## src/rtl/rv32i_return_stack.sv

```systemverilog
// rv32i_return_stack: circular return-address stack advanced by the decode strobe
module rv32i_return_stack #(
    parameter int XLEN  = 32,
    parameter int DEPTH = 8
) (
    input  logic                       clk_i,
    input  logic                       rst_i,
    input  logic                       clear_i,
    input  logic                       data_ready_i,
    input  logic                       push_i,
    input  logic                       pop_i,
    input  logic [XLEN-1:0]            push_addr_i,
    output logic [XLEN-1:0]            pop_addr_o,
    output logic                       pop_valid_o,
    output logic [XLEN-1:0]            top_o,
    output logic                       top_valid_o,
    output logic [$clog2(DEPTH):0]     count_o,
    output logic                       overflow_o,
    output logic                       underflow_o
);
    localparam int PTR_BITS = $clog2(DEPTH);
    localparam logic [PTR_BITS:0] FULL = DEPTH[PTR_BITS:0];

    logic [XLEN-1:0]     mem [DEPTH];
    logic [PTR_BITS-1:0] ptr;
    logic [PTR_BITS-1:0] ptr_inc;
    logic [PTR_BITS-1:0] wr_idx;
    logic [PTR_BITS:0]   count;
    logic                empty;
    logic                go;
    logic                do_push;
    logic                do_pop;
    logic                do_swap;
    logic                wr_en;

    // Decode the request: an empty-stack swap degrades to a plain push.
    always_comb begin
        empty   = count == '0;
        ptr_inc = ptr + 1'b1;
        go      = data_ready_i & ~clear_i;
        do_push = go & push_i & (~pop_i | empty);
        do_pop  = go & pop_i & ~push_i & ~empty;
        do_swap = go & pop_i & push_i & ~empty;
        wr_en   = do_push | do_swap;
        wr_idx  = do_swap ? ptr : ptr_inc;
    end

    // Entry storage is never reset; only the pointer and occupancy are.
    always_ff @(posedge clk_i) begin
        if (wr_en) mem[wr_idx] <= push_addr_i;
    end

    // Pointer, occupancy and the registered pop/pulse outputs.
    always_ff @(posedge clk_i) begin
        if (rst_i) begin
            ptr         <= '0;
            count       <= '0;
            pop_addr_o  <= '0;
            pop_valid_o <= 1'b0;
            overflow_o  <= 1'b0;
            underflow_o <= 1'b0;
        end else begin
            pop_valid_o <= do_pop | do_swap;
            overflow_o  <= do_push & (count == FULL);
            underflow_o <= go & pop_i & empty;
            if (do_pop | do_swap) pop_addr_o <= mem[ptr];
            if (clear_i) begin
                ptr   <= '0;
                count <= '0;
            end else if (do_push) begin
                ptr   <= ptr_inc;
                count <= (count == FULL) ? count : count + 1'b1;
            end else if (do_pop) begin
                ptr   <= ptr - 1'b1;
                count <= count - 1'b1;
            end
        end
    end

    assign top_o       = mem[ptr];
    assign top_valid_o = ~empty;
    assign count_o     = count;
endmodule

```

## config.mk

```make
export PLATFORM = sky130hd
export DESIGN_NAME = rv32i_return_stack
export DESIGN_NICKNAME = d
export VERILOG_FILES = /design/src/rtl/rv32i_return_stack.sv
export SDC_FILE = /design/constraint.sdc
export NUM_CORES = 1
export LEC_CHECK = 0
export BUFFER_PORTS_ARGS = -buffer_cell sky130_fd_sc_hd__clkbuf_2
export CORE_MARGIN = 2
export CORE_UTILIZATION = 45
export CTS_BUF_LIST = sky130_fd_sc_hd__clkbuf_8
export DETAILED_ROUTE_END_ITERATION = 10
export SLEW_MARGIN = 10
export SYNTH_ARGS = -nofsm -noshare
export SYNTH_HDL_FRONTEND = slang
export SYNTH_SLANG_ARGS = --single-unit
```

## constraint.sdc

```tcl
create_clock -name clk_i -period 3.93 [get_ports clk_i]
set_clock_uncertainty 0.15 [all_clocks]
set_input_delay 0 -clock clk_i [delete_from_list [all_inputs] [get_ports clk_i]]
set_output_delay 0 -clock clk_i [all_outputs]
set_load 0.02 [all_outputs]
```

# After elaboration in Yosys (flattened, before gate mapping)
# Memories as Yosys holds them, arrays and structs flattened. A register that Yosys moved wholly into a read port is not among the register bits.
# Index checks and enable logic that the tools add are counted.
# op_classes
n_addsub,4
n_bitwise,17
n_reduce_logical,4
n_eq_ne,2
mux,10
# op_table
op,n
3-bit two-way mux,5
4-bit two-way mux,3
1-bit bitwise AND,10
"4-bit by 1-bit adder with 4-bit output, second input constant",1
"4-bit == test, second input constant",1
4-bit zero test,1
1-bit inverter,4
"4-bit by 1-bit subtractor with 4-bit output, second input constant",1
"3-bit by 1-bit adder with 3-bit output, second input constant",1
1-bit bitwise OR,3
"3-bit by 1-bit subtractor with 3-bit output, second input constant",1
1-bit two-way mux,2
"2-bit != test, second input constant",1
2-bit AND reduction,1
2-bit nonzero test,1
2-bit OR reduction,1
# word_totals
ramBits,256
regBits,42
wordCells,44
mem_count,1
input_bits,38
# memory_table
name,depth,width,read_ports,rd_ports_with_merged_regs,write_ports,line_no,source
mem,8,32,1,1,1,24,logic [XLEN-1:0] mem [DEPTH];

# Longest topological paths before layout
# logic_depth
word_depth,9
mapped_depth,8
ltp_nobuf,7

# Worst setup path before layout
# OpenSTA, ideal clock, no wires.
# synth_timing
path_kind,flip-flop to flip-flop
startpoint,"register count[3], in the netlist count_o[3]"
endpoint,memory mem[2][0] (enable)
path_stages_with_launch,6
setup_ns,0.421
arrival_ns,2.763
setup_slack_ns,0.596
cell_sequence,dfxtp_1 > clkbuf_1 > o41a_1 > nand2_1 > o32a_1 > nor2_1
# synth_between
elab_chain_len,6
word_cells_on_any_way,9
cone_classes,3 x mux; 5 x bitwise; 1 x reduce/logical
# synth_lines
item,line_no,source
"start, declared",28,logic [PTR_BITS:0] count;
"start signal, assigned",72,count <= (count == FULL) ? count : count + 1'b1;
"start signal, assigned",75,count <= count - 1'b1;
4-bit zero test (*),38,empty = count == '0;
1-bit bitwise OR or 1-bit inverter (tied branches),"41, 43",
1-bit bitwise AND (on tied branches),"41, 43",
1-bit bitwise OR,44,wr_en = do_push | do_swap;
1-bit two-way mux,50,if (wr_en) mem[wr_idx] <= push_addr_i;
1-bit two-way mux (implied by the code),50,
"end, declared",24,
# Every way passes the cells marked *; elsewhere a longest branch is shown, timed or not.

# Worst setup path after layout
# layout_timing
startpoint,"register count[0], in the netlist count_o[0]"
endpoint,memory mem[2][28] (enable)
# The elaborated chain is that of the path after synthesis.

==> out/metrics.cfg <==
[global_route]
grt_start_max_net_pins = 34
grt_first_pass_wirelength_um = 34730
grt_antenna_before_repair = 0
leftover_overflow_at_the_end_of_global_routing = 0
grt_pass1_vias = 6128
grt_use_total_pct = 17.18

[critical_path]
worstSetupStartpoint = count_o[0]
cp_max_fo = 25
ff2ff_path_depth = 5
arrival_ps = 3130
worst_setup_path_end_kind = register
worst_r2r_endpoint = mem[2][28]
timing.critical_path.cells = o41ai_4, o21ai_0, o32a_1, nor2_4, buf_4
worst_path_largest_cell_delay_ps = 690
largest_delay_contributor_family_on_the_critical_path = compound AO/OA/AOI/OAI gates
worstPathRequired_ps = 4040
timing.critical_path.to = mem[2][28]
cp-start-kind = register
worst_r2r_startpoint = count_o[0]
critical-path-slowest-cell = sky130_fd_sc_hd__nor2_4
setup.worst_path.class = reg -> reg
cp_num_cells = 5
ff2ff_setup_slack_ps = 910
path_buf_inv = 1

[timing]
minimum_period_implied_by_the_final_worst_setup_slack_ps = 3021
final_max_slew_viol_count = 0
grt_setup_unrepaired = no
final_min_period_over_clock_period_pct = 76.86
max_clock_freq_mhz = 331.0
worst_slew_margin_rel_pct = 32.53
tightestPinTransition_ps = 1012
final.hold.worst_slack_ps = 118.0
setup_tns_ps = 0
report.final.hold_viol_count = 0
setup_viol_count_final = 0

[place]
dpl_cell_area_mm2 = 0.01266
place.gp.congestion = 0.7773
placement.io_buffers = 109
dp_hpwl_um = 13770

[synth]
yosys.area_share.simple_pct = 2.049
synth-adder-area-share_pct = 0.6009
synth_mux_area_share_pct = 17.50
post-synth-top-area-cell = sky130_fd_sc_hd__edfxtp_1
synth_sequential_area_ratio_pct = 73.65
synth_seq_cells = 301
post_synth_inst_count = 543
async_flop_share_pct = 0
synth_top_family_by_area = multiplexers
synth_warnings = 0
post_synth_xor_area_fraction_pct = 0.3004
synth.cell_area_mm2 = 0.01166
yosys.area.top_type_share_pct = 65.92
postSynthNetCount = 586
synth-compound-area-share_pct = 4.378
synth.top_cells.by_area = sky130_fd_sc_hd__edfxtp_1 66%, sky130_fd_sc_hd__mux4_1 13%, sky130_fd_sc_hd__dfxtp_1 7.7%
synth_top_flop_cell = sky130_fd_sc_hd__edfxtp_1
yosysUniqueCellTypes = 49
synth-edff-count = 256
synth_area_per_cell_um2 = 21.48

[cells_and_area]
design_area_mm2 = 0.01391
multi_input_gate_area_in_the_final_layout_mm2 = 0.002967
post_route_cells_drive_above_1_share_pct = 31.50
ff_latch_area_mm2 = 0.008594
fin_nets = 770
fillerInstances = 1969
areaGrowthSynthToFinish_pct = 19.30
antenna_cells_inserted = 0

[clock_network]
cts_inserted_buffers = 48
clock_sinks = 301
cts_root_buffer = sky130_fd_sc_hd__clkbuf_8
clock_tree.htree_level_count = 2
cts.path.max_buffers = 3
tritoncts = yes
worstSkewPairLatency_ps = 550
cts_repair_resize_count = 0
clk_pin_slew_ps = 60

[floorplan]
die_width_um = 165.0
rows = 58
die_height_um = 165.0
dieArea_mm2 = 0.02722
top_level_ports = 110
floorplan.core_area_mm2 = 0.02533
initial_util_pct = 46.04

[routing]
via_count = 5940
wl_per_cell_um = 20.90
post_drt_via_cell_ratio = 5.425
route.antenna.remaining_nets = 0
drt_pass1_iterations = 4
wirelength_um = 22880
drcViolationCount = 0
drt_first_iter_violations = 294

[run]
drv.max_cap_violation_count = 0

[power]
power.total_mw = 6.061
static-leakage-power_nw = 4.867
power_density_mw_per_mm2 = 435.7
ir_worst_vdd_uv = 264.7

[status]
outcome = complete, no violations

[hold_path]
min_delay_path_depth = 2
timing.hold.worst.class = in -> reg

[metrics by stage]
step	worst slack, ps	util (%)	std cells
2_1_floorplan	596.2	-	543
3_3_place_gp	965.7	50.00	968
3_5_place_dp	871.5	50.00	968
4_1_cts	848.5	54.93	1095
5_1_grt	682.6	54.93	1095
6_report	909.2	54.93	1095
[cell usage after synthesis (2+ instances only)]
cell type                  count
sky130_fd_sc_hd__nand3_1       3
sky130_fd_sc_hd__clkbuf_1     11
sky130_fd_sc_hd__ha_1          4
sky130_fd_sc_hd__edfxtp_1    256
sky130_fd_sc_hd__a32oi_1       2
sky130_fd_sc_hd__mux2_2       31
sky130_fd_sc_hd__buf_1         6
sky130_fd_sc_hd__dfxtp_1      45
sky130_fd_sc_hd__xnor2_1       4
sky130_fd_sc_hd__buf_2         4
sky130_fd_sc_hd__a22o_1       32
sky130_fd_sc_hd__nand3b_1      2
sky130_fd_sc_hd__a21oi_1       7
sky130_fd_sc_hd__o21ai_0       4
sky130_fd_sc_hd__o32a_1        2
sky130_fd_sc_hd__or4_1         2
sky130_fd_sc_hd__nand2b_1      3
sky130_fd_sc_hd__a21o_1        4
sky130_fd_sc_hd__nor3_2        2
sky130_fd_sc_hd__nand2_1       4
sky130_fd_sc_hd__mux4_2        8
sky130_fd_sc_hd__mux4_1       56
sky130_fd_sc_hd__inv_1         4
sky130_fd_sc_hd__nor2_1       15
sky130_fd_sc_hd__buf_6         7
sky130_fd_sc_hd__mux2_4        2
[worst reg2reg max path: stages (launching register included)]
cell                      delay (ps)
sky130_fd_sc_hd__dfxtp_1         430
sky130_fd_sc_hd__o41ai_4         660
sky130_fd_sc_hd__o21ai_0         240
sky130_fd_sc_hd__o32a_1          290
sky130_fd_sc_hd__nor2_4          690
sky130_fd_sc_hd__buf_4           280
[metal layers]
layer | GRT usage, % | vias to the layer above | wire length [um]
met5 | 0 | - | 0
met4 | 4.980 | 0 | 412
met3 | 3.415 | 33 | 914
met2 | 29.35 | 147 | 11500
met1 | 22.50 | 3064 | 10060
li1 | - | 2696 | -
[area by class of cell]
cell class / instances / area share, %
clock buffer: 51 / 5.045
clock inverter: 37 / 1.115
inverter: 4 / 0.1079
multi-input combinational: 210 / 21.32
sequential: 301 / 61.78
tap: 330 / 2.968
timing repair buffer: 162 / 7.663
[worst min path at each step]
stage | end | start
global route | mem[3][11] | push_addr_i[11]
finish | mem[3][15] | push_addr_i[15]
detailed placement | mem[7][27] | push_addr_i[27]
CTS | mem[2][25] | push_addr_i[25]
floorplan | underflow_o | rst_i
global placement | mem[7][7] | push_addr_i[7]
[cell usage in the layout, fill, tap and decap left out, drive strengths merged, types with 3 or more instances in the layout]
| cell | Yosys | final |
|---|---|---|
| xnor2 | 4 | 4 |
| mux4 | 64 | 64 |
| a21oi | 7 | 7 |
| edfxtp | 256 | 256 |
| nor3 | 3 | 3 |
| buf | 17 | 14 |
| clkinv | 0 | 13 |
| dfxtp | 45 | 45 |
| ha | 4 | 4 |
| clkbuf | 11 | 160 |
| a21o | 4 | 4 |
| nand3 | 3 | 3 |
| a22o | 32 | 32 |
| nand2b | 3 | 3 |
| o21ai | 4 | 4 |
| inv | 4 | 27 |
| mux2 | 33 | 33 |
| dlygate4sd3 | 0 | 39 |
| nor2 | 16 | 16 |
| nand2 | 4 | 4 |
[report_power, final]
| part | internal [mW] | switching, mW | total [mW] |
|---|---|---|---|
| logic | 0.0904 | 0.122 | 0.212 |
| clock network | 1.20 | 1.15 | 2.35 |
| registers | 3.48 | 0.0131 | 3.50 |
| total | 4.77 | 1.29 | 6.06 |
[logic make-up after synthesis]
kind of cell | Yosys count
multiplexers | 98
XOR/XNOR | 4
flip-flops | 301
buffers and inverters | 32
AND/OR/NAND/NOR | 42
AO/OA/AOI/OAI | 61
adder cells (fa/ha/maj) | 5
[flip-flops by register name (all words and copies together), names as in the netlist, named ones only]
| register | count |
|---|---|
| pop_addr_o | 32 |
| pop_valid_o | 1 |
| count_o | 4 |
| overflow_o | 1 |
| ptr | 3 |
| underflow_o | 1 |
| mem | 256 |
[repair_timing]
item | 4_1_cts | 5_1_grt
endpoints found under the hold margin | 282 | 0
setup buffers | 0 | 0
hold buffers | 39 | 0
No activity file was read; power rests on OpenSTA's default activity.
